[src/rtl/road_fighter_pkg.sv]
`default_nettype none
// ============================================================================
// Module   : road_fighter_pkg
// Purpose  : Shared types and constants for the road-fighter object pipeline:
//            the packed object-table entry, its field indices, image IDs, the
//            player FSM encoding and the road bounds used by every mover.
// Ports    : none (package)
// Revision : 1.0 - initial release
// ============================================================================
package road_fighter_pkg;

  // One object-table entry: {img_id, x, y, width, height}, 11 bits each.
  typedef logic [0:4][0:10] obj_state_t;

  localparam int F_IMG = 0;
  localparam int F_X   = 1;
  localparam int F_Y   = 2;
  localparam int F_W   = 3;
  localparam int F_H   = 4;

  localparam logic [10:0] IMG_CAR   = 11'd0;
  localparam logic [10:0] IMG_CRASH = 11'd1;
  localparam logic [10:0] IMG_ROAD  = 11'd31;

  typedef enum logic [1:0] {
    DRIVE   = 2'd0,
    CRASH   = 2'd1,
    RECOVER = 2'd2
  } player_state_t;

  // Road bounds shared with the object table and the background mover.
  localparam int ROAD_LEFT_X  = 106;
  localparam int ROAD_RIGHT_X = 424;

  // Saturate a 12-bit position into [lo, hi].
  function automatic logic [11:0] clamp_x(input logic [11:0] x,
                                          input logic [11:0] lo,
                                          input logic [11:0] hi);
    logic [11:0] res;
    res = x;
    if (x < lo) res = lo;
    else if (x > hi) res = hi;
    return res;
  endfunction

endpackage
`default_nettype wire

[src/rtl/scroll_accumulator.sv]
`default_nettype none
// ============================================================================
// Module   : scroll_accumulator
// Purpose  : Converts a speed in 1/16 px/frame into whole-pixel road scroll
//            steps, carrying the fractional remainder from frame to frame.
// Ports    : clk, resetN      - clock, async active-low reset
//            frame_start      - one-cycle frame tick
//            speed [5:0]      - speed that applies to this frame
//            scroll_step[3:0] - whole pixels the road advances this frame
// Revision : 1.0 - initial release
// ============================================================================
module scroll_accumulator (
  input  logic       clk,
  input  logic       resetN,
  input  logic       frame_start,
  input  logic [5:0] speed,
  output logic [3:0] scroll_step
);

  logic [3:0] r_acc;
  logic [3:0] r_step;
  logic [6:0] w_sum;

  // Remainder (<16) plus speed (<64) always fits in 7 bits.
  assign w_sum = {3'b000, r_acc} + {1'b0, speed};

  always_ff @(posedge clk or negedge resetN) begin
    if (!resetN) begin
      r_acc  <= 4'd0;
      r_step <= 4'd0;
    end else if (frame_start) begin
      r_acc  <= w_sum[3:0];
      r_step <= {1'b0, w_sum[6:4]};
    end
  end

  assign scroll_step = r_step;

endmodule
`default_nettype wire

[src/rtl/player_car_controller.sv]
`default_nettype none
// ============================================================================
// Module   : player_car_controller
// Purpose  : Once-per-frame update of the player car: speed, steering,
//            crash/recover sequence, sprite, and the road scroll step.
//            Optional fuel model is compiled in with `define PLAYER_FUEL_EN.
// Ports    : clk, resetN            - clock, async active-low reset
//            frame_start            - one-cycle pulse per video frame
//            plus/minus_is_pressed  - accelerate / brake held
//            left/right_pressed     - steering held
//            collision              - one-cycle overlap pulse (latched)
//            fuel_pickup, fuel[7:0] - only with PLAYER_FUEL_EN
//            new_player_state       - {img_id, x, y, width, height}
//            speed[5:0]             - current speed (1/16 px/frame)
//            scroll_step[3:0]       - road advance this frame
//            crashed                - high in CRASH or RECOVER
// Revision : 1.0 - initial release
// ============================================================================
module player_car_controller
  import road_fighter_pkg::*;
#(
  parameter int START_X      = 300,
  parameter int Y_POS        = 7,
  parameter int CAR_W        = 16,
  parameter int CAR_H        = 32,
  parameter int ROAD_LEFT    = ROAD_LEFT_X,
  parameter int ROAD_RIGHT   = ROAD_RIGHT_X,
  parameter int MAX_SPEED    = 48,
  parameter int STEER_STEP   = 2,
  parameter int DECAY_FRAMES = 8,
  parameter int CRASH_FRAMES = 60,
  parameter int CRASH_IMG    = 1
)(
  input  logic       clk,
  input  logic       resetN,
  input  logic       frame_start,
  input  logic       plus_is_pressed,
  input  logic       minus_is_pressed,
  input  logic       left_pressed,
  input  logic       right_pressed,
  input  logic       collision,
`ifdef PLAYER_FUEL_EN
  input  logic       fuel_pickup,
  output logic [7:0] fuel,
`endif
  output obj_state_t new_player_state,
  output logic [5:0] speed,
  output logic [3:0] scroll_step,
  output logic       crashed
);

  localparam int c_decay_w = $clog2(DECAY_FRAMES + 1);
  localparam int c_crash_w = $clog2(CRASH_FRAMES + 1);

  localparam logic [11:0]          c_x_min      = 12'(ROAD_LEFT);
  localparam logic [11:0]          c_x_max      = 12'(ROAD_RIGHT - CAR_W);
  localparam logic [11:0]          c_x_start    = 12'(START_X);
  localparam logic [11:0]          c_step       = 12'(STEER_STEP);
  localparam logic [5:0]           c_speed_max  = 6'(MAX_SPEED);
  localparam logic [c_decay_w-1:0] c_decay_last = c_decay_w'(DECAY_FRAMES - 1);
  localparam logic [c_crash_w-1:0] c_crash_last = c_crash_w'(CRASH_FRAMES - 1);

  player_state_t        r_state, w_state_nxt;
  logic [10:0]          r_x, w_x_nxt;
  logic [10:0]          r_img, w_img_nxt;
  logic [5:0]           r_speed, w_speed_nxt;
  logic [c_decay_w-1:0] r_decay, w_decay_nxt;
  logic [c_crash_w-1:0] r_crash_cnt, w_crash_nxt;
  logic                 r_coll;
  logic                 w_coll_hit;
  logic                 w_plus;
  logic [11:0]          w_x12;
  logic [11:0]          w_x_move;

  // A pulse coinciding with frame_start counts for this frame.
  assign w_coll_hit = r_coll | collision;
  assign w_x12      = {1'b0, r_x};

`ifdef PLAYER_FUEL_EN
  logic [7:0] r_fuel;
  logic [3:0] r_fuel_div;
  logic       r_pickup;

  // An empty tank disables the accelerator only; braking still works.
  assign w_plus = plus_is_pressed & (r_fuel != 8'd0);

  always_ff @(posedge clk or negedge resetN) begin
    if (!resetN) begin
      r_fuel     <= 8'd255;
      r_fuel_div <= 4'd0;
      r_pickup   <= 1'b0;
    end else begin
      if (fuel_pickup) r_pickup <= 1'b1;
      if (frame_start) begin
        r_pickup <= 1'b0;
        if (r_speed != 6'd0) r_fuel_div <= r_fuel_div + 4'd1;
        if (r_pickup | fuel_pickup)
          r_fuel <= 8'd255;
        else if (r_speed != 6'd0 && r_fuel_div == 4'hF && r_fuel != 8'd0)
          r_fuel <= r_fuel - 8'd1;
      end
    end
  end

  assign fuel = r_fuel;
`else
  assign w_plus = plus_is_pressed;
`endif

  always_comb begin
    w_state_nxt = r_state;
    w_img_nxt   = r_img;
    w_speed_nxt = r_speed;
    w_decay_nxt = r_decay;
    w_crash_nxt = r_crash_cnt;
    w_x_move    = w_x12;

    case (r_state)
      DRIVE: begin
        if (w_coll_hit && r_speed != 6'd0) begin
          w_state_nxt = CRASH;
          w_speed_nxt = 6'd0;
          w_img_nxt   = 11'(CRASH_IMG);
          w_decay_nxt = '0;
          w_crash_nxt = '0;
        end else begin
          if (w_plus && !minus_is_pressed) begin
            w_decay_nxt = '0;
            w_speed_nxt = (r_speed >= c_speed_max) ? c_speed_max : r_speed + 6'd1;
          end else if (minus_is_pressed && !w_plus) begin
            w_decay_nxt = '0;
            w_speed_nxt = (r_speed >= 6'd2) ? r_speed - 6'd2 : 6'd0;
          end else if (r_decay == c_decay_last) begin
            w_decay_nxt = '0;
            if (r_speed != 6'd0) w_speed_nxt = r_speed - 6'd1;
          end else begin
            w_decay_nxt = r_decay + c_decay_w'(1);
          end

          // Steering uses the speed the car had entering this frame.
          if (r_speed != 6'd0) begin
            if (left_pressed && !right_pressed)      w_x_move = w_x12 - c_step;
            else if (right_pressed && !left_pressed) w_x_move = w_x12 + c_step;
          end
          w_x_move = clamp_x(w_x_move, c_x_min, c_x_max);
        end
      end

      CRASH: begin
        w_speed_nxt = 6'd0;
        if (r_crash_cnt == c_crash_last) begin
          w_state_nxt = RECOVER;
          w_img_nxt   = IMG_CAR;
          w_crash_nxt = '0;
        end else begin
          w_crash_nxt = r_crash_cnt + c_crash_w'(1);
        end
      end

      RECOVER: begin
        w_speed_nxt = 6'd0;
        // Step toward the start lane; the last step lands exactly on it.
        if (w_x12 == c_x_start)
          w_state_nxt = DRIVE;
        else if (w_x12 > c_x_start)
          w_x_move = (w_x12 - c_x_start > c_step) ? w_x12 - c_step : c_x_start;
        else
          w_x_move = (c_x_start - w_x12 > c_step) ? w_x12 + c_step : c_x_start;
      end

      default: w_state_nxt = DRIVE;
    endcase

    w_x_nxt = w_x_move[10:0];
  end

  always_ff @(posedge clk or negedge resetN) begin
    if (!resetN) begin
      r_state     <= DRIVE;
      r_x         <= 11'(START_X);
      r_img       <= IMG_CAR;
      r_speed     <= 6'd0;
      r_decay     <= '0;
      r_crash_cnt <= '0;
      r_coll      <= 1'b0;
    end else begin
      if (collision) r_coll <= 1'b1;
      if (frame_start) begin
        r_coll      <= 1'b0;
        r_state     <= w_state_nxt;
        r_x         <= w_x_nxt;
        r_img       <= w_img_nxt;
        r_speed     <= w_speed_nxt;
        r_decay     <= w_decay_nxt;
        r_crash_cnt <= w_crash_nxt;
      end
    end
  end

  scroll_accumulator u_scroll (
    .clk         (clk),
    .resetN      (resetN),
    .frame_start (frame_start),
    .speed       (w_speed_nxt),
    .scroll_step (scroll_step)
  );

  assign new_player_state[F_IMG] = r_img;
  assign new_player_state[F_X]   = r_x;
  assign new_player_state[F_Y]   = 11'(Y_POS);
  assign new_player_state[F_W]   = 11'(CAR_W);
  assign new_player_state[F_H]   = 11'(CAR_H);
  assign speed                   = r_speed;
  assign crashed                 = (r_state != DRIVE);

endmodule
`default_nettype wire

[config.mk]
export PLATFORM = sky130hd
export DESIGN_NAME = player_car_controller
export DESIGN_NICKNAME = d
export VERILOG_FILES = /design/src/rtl/road_fighter_pkg.sv /design/src/rtl/scroll_accumulator.sv /design/src/rtl/player_car_controller.sv
export SDC_FILE = /design/constraint.sdc
export NUM_CORES = 1
export LEC_CHECK = 0
export ABC_AREA = 1
export BUFFER_PORTS_ARGS = -buffer_cell sky130_fd_sc_hd__buf_2
export CORE_MARGIN = 1
export CORE_UTILIZATION = 45
export CTS_CLUSTER_DIAMETER = 150
export CTS_CLUSTER_SIZE = 20
export DETAILED_ROUTE_END_ITERATION = 10
export PLACE_DENSITY_LB_ADDON = 0.15
export RECOVER_POWER = 25
export SYNTH_ARGS = -nofsm -noshare
export SYNTH_HDL_FRONTEND = slang
export SYNTH_SLANG_ARGS = --single-unit
[constraint.sdc]
create_clock -name clk -period 2.8 [get_ports clk]
set_input_delay 0.42 -clock clk [delete_from_list [all_inputs] [get_ports clk]]
set_output_delay 0.42 -clock clk [all_outputs]
set_load 0.05 [all_outputs]
==> metrics, run 1 <==
Worst Max-Slew Pin Slew 2.15 ns; DR pass1 iterations 8; NumNets Final 715; Fillers 920; Slew headroom -43.2%; CTS tree done; Internal 0.00228 W; min cycle time layout 2.58 ns; DPL Wire Length 8.15 mm; Die Ht 97.6 microns; Sequential Area 936 sq um; Synth Flop Type dfrtp_1; ANT cells 0; RePlAce Congestion 0.922; Total Routing Usage GR 22.7%; Post-Layout Inst Area 4440 sq um; starting density of the core 46.7%; Core Area 8810 sq um; Setup WS pre-CTS 0.0653 ns; IO Port Bufs 28; Clock power frac 7.7%; most frequent cells in the layout 186 x nand2_1, 64 x nor2_1, 59 x inv_1; # IOs 74; Worst Hold Path EP r_coll; worst skew pair latency 0.29 ns; fmax 388 MHz; WS Path Type register to register; DIE AREA 9530 sq um; Root Driver clkbuf_8; placed instance area 4220 sq um; largest net degree at the start of global routing 38; Multi-input gate area 2690 sq um; sequential-to-total area share from yosys stat 22.6%; worst-case reg-to-reg path depth 19; Tot Pwr 0.00564 W; Psw 0.00336 W; CTS buffer count 5; RR Endpoint u_scroll.scroll_step[1]; Final Hold Fails 0; drt wl/cell 13.5 microns; residual DRC count 10; Final Skew 0.0142 ns; Synthesis Warnings 0; crit path DAT 2.77 ns; Core Rows 34; DRT iter0 DRCs 322; endpoint type of the worst setup path register; Post-CTS Hold Fix Bufs 0; worst setup margin 0.220 ns; EDFF count, synth 0; most common cell after layout, fill and taps aside nand2_1; PwrDens 1270 nW/um^2; violated checks DRC, capacitance limit, slew limit; nature of the critical path startpoint register; Synth Register Bits 37; initial antenna violation count 0; post-route ant nets 0; Clock Pin Slew Worst Setup and Hold Paths 0.09 ns; hold depth 3; VDD IR max 0.000533 V; reg2reg start r_decay[1]; DIE WIDTH 97.6 microns; via count 4,146; FFs w/ async S/R, synth 100%; leakage 2.35 nW; Tcrit/Tclk final 92.1%; netlist area before placement 4110 sq um; vias per inst 5.21; final wirelength 10.7 mm; Area Growth Syn to Fin 7.88%; GR Overflow Total 0; Max-Cap Viols 1; worst-path maximum fanout 5; CTS H-tree lvls 2; Synth cell types 47; CTS max path bufs 2; flop2flop setup slack 0.22 ns; first-pass GRT wire length 17.7 mm; Hold Path Class input port to register; number of global-route vias before repair 3,644; status complete, but fails checks; switching part of the total power 59.6%; setup violators final 0; post-synthesis cell count 647; mean post-synth cell area 6.36 sq um; Setup TNS 0 ns; Sequential Power Share 19.2%; Comb power frac 73.0%; CP required 2.99 ns; CTS sink count 37; share of cells above drive strength 1 17.2%; hold path startpoint collision; Final Slew Violations 38
## Yosys cell counts, types with 8 or more instances
cell type	n	area share, %
inv_2	11	1.0
buf_4	49	8.9
nor2_1	65	5.9
inv_1	63	5.8
dfrtp_1	33	20
xor2_1	10	2.1
o21ai_0	49	6.0
nand2_1	186	17
ha_1	19	5.8
a21oi_1	20	2.4
nand2_2	8	1.2
nand3_1	60	7.3
## critical path: stages (launching register included)
cell	delay, ns
dfrtp_1	0.38
ha_2	0.21
nand3_2	0.10
buf_4	0.16
nor2_1	0.11
nand2_1	0.10
a22oi_1	0.20
o2111ai_1	0.17
o21ai_2	0.13
ha_1	0.29
inv_1	0.08
nor2_1	0.05
nor2_1	0.08
inv_1	0.06
nand2_1	0.07
nand2_1	0.07
nand2_1	0.06
nand2_1	0.04
nand3_1	0.06
nand2_1	0.05
## layer usage
| metal | routed length, microns | track usage, % |
|---|---|---|
| met5 | 0 | 0 |
| met4 | 168 | 6.41 |
| met3 | 644 | 2.23 |
| met2 | 4790 | 35.7 |
| met1 | 5130 | 32.8 |
## area by class of cell
cell class / count / share of cell area (%)
Tap cell: 108 / 3.05
Inverter: 74 / 6.26
Sequential cell: 37 / 21.1
Multi-Input combinational cell: 521 / 60.7
Clock inverter: 1 / 0.197
Clock buffer: 7 / 2.17
Timing Repair Buffer: 48 / 6.51
## worst max path at each step
stage	endpoint	slack (ns)	startpoint	depth (start not counted)
after floorplan	u_scroll.scroll_step[0]	0.01	speed[1]	17
after global routing	u_scroll.scroll_step[1]	-0.05	r_decay[1]	19
after global placement	u_scroll.scroll_step[0]	0.17	plus_is_pressed	17
after CTS	u_scroll.scroll_step[1]	0.05	speed[5]	21
after detailed placement	u_scroll.scroll_step[1]	0.07	speed[2]	21
final	u_scroll.scroll_step[1]	0.22	r_decay[1]	19
## what timing repair did
action | CTS | global route
endpoints found under the setup margin | 0 | 4
gates resized for setup | 0 | 23
buffers inserted | 0 | 7
## power by group through the flow
stage                     Combinational (W)  Clock (W)  Sequential [W]
after floorplan                     0.00282          0         0.00131
after global placement              0.00384          0         0.00109
after detailed placement            0.00386          0         0.00109
after CTS                           0.00388   0.000451         0.00108
after global routing                0.00457   0.000470         0.00112
final                               0.00412   0.000437         0.00108
## state kept, by name (all words and copies together) (netlist names)
name	flops
speed	6
r_state	2
r_x	10
u_scroll.r_acc	4
r_crash_cnt	6
u_scroll.scroll_step	3
r_decay	4
r_coll	1
r_img	1
## cell families after synthesis
family                   synth area share (%)
flip-flops                               22.6
AO/OA/AOI/OAI                            14.0
buffers and inverters                    17.2
XOR/XNOR                                 2.13
multiplexers                            0.243
other                                   0.183
adder cells (fa/ha/maj)                  6.27
AND/OR/NAND/NOR                          37.4
## through the flow
step	std cells	utilization [%]	hold slack (ns)
6_report	796	50.4	0.394
3_3_place_gp	781	48.0	0.474
3_5_place_dp	781	48.0	0.466
4_1_cts	789	49.1	0.284
2_1_floorplan	690	-	0.124
5_1_grt	796	50.4	0.396
No activity file was read; power rests on OpenSTA's default activity.
==> inputs of run 2 (changes only) <==
--- a/config.mk
+++ b/config.mk
@@ -8,7 +8,7 @@
 export ABC_AREA = 1
 export BUFFER_PORTS_ARGS = -buffer_cell sky130_fd_sc_hd__buf_2
 export CORE_MARGIN = 1
-export CORE_UTILIZATION = 45
+export CORE_UTILIZATION = 30
 export CTS_CLUSTER_DIAMETER = 150
 export CTS_CLUSTER_SIZE = 20
 export DETAILED_ROUTE_END_ITERATION = 10
==> run 2 against run 1 <==
Net effect:
- the run ends with capacitance limit, slew limit left
- sequential cell count did not move
- clock power rose by 55%
- combinational power rose by 2%
- clock-buffer cell count fell by 1
- final cell count rose by 9.7%
- sequential share of layout area fell by 0.84 points
- via count fell by 2.3%
- register-to-register slack got worse by 0.04 ns
- first-iteration DRC count did not move
- cell area rose by 4.0%
- highest routed layer unchanged
==> metrics, run 2 (same netlist as run 1, synthesis figures left out) <==
Die Ht 119 microns (+22%); Largest Register r_x; reg2reg start r_decay[1]; most frequent cells in the layout 186 x nand2_1, 64 x nor2_1, 62 x inv_1; Tcrit/Tclk final 93.7% (+1.5 points); min cycle time layout 2.62 ns (+0.0429 ns); DPL Wire Length 9.20 mm (+13%); Largest register FFs 10 (unchanged); VDD IR max 0.000457 V (-14%); fmax 381 MHz (-1.6%); DR pass1 iterations 5 (-3); crit path DAT 2.78 ns (about the same); Slowest-stage cell, CP fa_1; worst path cell trace ha_2 > nand3_1 > inv_2 > nand3_1 > xor2_1 > a21oi_1 > o21ai_0 > o21ai_1 > ha_2 > inv_1 > fa_1 > nor2_1 > o21ai_0 > nand2_1 > nand2_1 > nand2_1 > o21ai_0; endpoint type of the worst setup path register; initial antenna violation count 0 (unchanged); Final Hold Fails 0 (unchanged); Post-CTS Hold Fix Bufs 0 (unchanged); NumNets Final 724 (+1.3%); worst setup path startpoint r_decay[1]; CP Capture Point u_scroll.scroll_step[0]; # IOs 74 (unchanged); Hold Path Class input port to register; Max-Cap Viols 1 (unchanged); Total Routing Usage GR 16.7% (-5.9 points); drt wl/cell 13.4 microns (-0.74%); leakage 2.42 nW (+2.7%); CTS H-tree lvls 2 (unchanged); nature of the critical path startpoint register; status complete, but fails checks; largest net degree at the start of global routing 38 (unchanged); residual DRC count 0 (-10); worst-path maximum fanout 3 (-2); CTS max path bufs 2 (unchanged); Core Rows 42 (+24%); Core Area 13,300 sq um (+51%); utilization after layout 34.7% (-16 points); PwrDens 1280 nW/um^2 (+0.85%); DIE WIDTH 119 microns (+22%); CTS buffer count 5 (unchanged); setup violators final 0 (unchanged); Clock power frac 11.4% (+3.7 points); Area Growth Syn to Fin 12.2%; Fillers 1,480 (+61%); Root Driver clkbuf_16; RePlAce Congestion 0.874 (-5.2%); switching part of the total power 57.1% (-2.5 points); DRT iter0 DRCs 322 (unchanged); ANT cells 0 (unchanged); Clock Pin Slew Worst Setup and Hold Paths 0.06 ns (-0.03 ns); Final Slew Violations 38 (unchanged); vias per inst 4.64 (-11%); CTS tree done; crit-path max cell delay 0.39 ns (about the same); Slew headroom -45.9% (-2.8 points); Sequential Power Share 17.2% (-2.0 points); Internal 0.00254 W (+11%); WS Path Type register to register; RR Endpoint u_scroll.scroll_step[0]; IO Port Bufs 28 (unchanged); number of global-route vias before repair 3,777 (+3.6%); DIE AREA 14,200 sq um (+49%); post-route ant nets 0 (unchanged); Final Skew 0.00394 ns (-0.0102 ns); via count 4,050 (-2.3%); final wirelength 11.7 mm (+8.9%); CTS sink count 37 (unchanged); CP required 2.96 ns (-0.03 ns); placed instance area 4410 sq um (+4.3%); starting density of the core 30.9% (-16 points); GR Overflow Total 0 (unchanged); violated checks capacitance limit, slew limit; Crit path depth 17 (-2); Buf+Inv Stages, Crit Path 2 (-1); Worst Max-Slew Pin Slew 2.19 ns (+0.0413 ns); Post-Layout Inst Area 4610 sq um (+4.0%); Top delay family on crit path adder cells; worst-case reg-to-reg path depth 17 (-2); flop2flop setup slack 0.18 ns (-0.04 ns); share of cells above drive strength 1 16.8% (-0.36 points); Psw 0.00338 W (+0.45%); first-pass GRT wire length 18.9 mm (+6.7%); Comb power frac 71.3% (-1.7 points); worst skew pair latency 0.28 ns (about the same); most common cell after layout, fill and taps aside nand2_1
[run 2: cell types whose count changed in the layout (fill, tap and decap cells not counted), sizes merged]
cell,before,now
buf,47,56
bufinv,0,1
clkbuf,8,7
clkinvlp,0,1
inv,75,74
[run 2: worst min-delay path by stage]
| stage | from | end | slack (ns) | cells after the start |
|---|---|---|---|---|
| floorplan | resetN | r_coll | 0.12 | 0 |
| global placement | u_scroll.scroll_step[1] | u_scroll.scroll_step[1] | 0.46 | 2 |
| detailed placement | u_scroll.scroll_step[1] | u_scroll.scroll_step[1] | 0.47 | 2 |
| CTS | resetN | r_coll | 0.31 | 1 |
| global route | collision | r_coll | 0.42 | 3 |
| finish | collision | r_coll | 0.41 | 3 |
[run 2: worst register-to-register path, stage by stage (launching register included)]
cell and delay (ns):
dfrtp_1 0.37, ha_2 0.20, nand3_1 0.13, inv_2 0.11, nand3_1 0.09, xor2_1 0.15, a21oi_1 0.12, o21ai_0 0.09
o21ai_1 0.12, ha_2 0.21, inv_1 0.05, fa_1 0.39, nor2_1 0.11, o21ai_0 0.07, nand2_1 0.08, nand2_1 0.07
nand2_1 0.06, o21ai_0 0.07
[run 2: what timing repair did]
action	in CTS	in global routing
setup buffers	0	3
setup endpoints to repair	0	4
gates resized for setup	0	8
[run 2: area by class of cell]
type	instances	area (sq um)	share of cell area [%]
Sequential cell	37	935	20.3
Inverter	74	278	6.02
Clock buffer	6	139	3.01
Tap cell	176	220	4.77
Timing Repair Buffer	57	357	7.73
Multi-Input combinational cell	521	2650	57.4
Clock inverter	2	37.5	0.813
[run 2: per-layer routing]
metal | vias to the layer above | GRT usage, % | share of wire [%]
li1 | 2092 | - | -
met1 | 1831 | 22.5 | 49
met3 | 14 | 2.01 | 4.2
met2 | 113 | 27.9 | 46
met4 | 0 | 5.06 | 1.3
met5 | - | 0 | 0
[run 2: stage by stage]
| step | std cells | power (W) | TNS, ns | hold slack, ns | setup WS, ns |
|---|---|---|---|---|---|
| 6_report | 873 | 0.00591 | 0 | 0.411 | 0.178 |
| 5_1_grt | 873 | 0.00647 | -0.0823 | 0.422 | -0.0441 |
| 4_1_cts | 870 | 0.00590 | 0 | 0.307 | 0.0946 |
| 3_5_place_dp | 862 | 0.00518 | 0 | 0.474 | 0.131 |
| 3_3_place_gp | 862 | 0.00519 | 0 | 0.462 | 0.203 |
| 2_1_floorplan | 690 | 0.00413 | 0 | 0.124 | 0.0106 |
[run 2: power groups by stage]
stage / sequential (W) / clock, W / combinational (W)
2_1_floorplan: 0.00131 / 0 / 0.00282
3_3_place_gp: 0.00102 / 0 / 0.00417
3_5_place_dp: 0.00103 / 0 / 0.00416
4_1_cts: 0.00102 / 0.000704 / 0.00417
5_1_grt: 0.00105 / 0.000722 / 0.00471
6_report: 0.00102 / 0.000676 / 0.00422
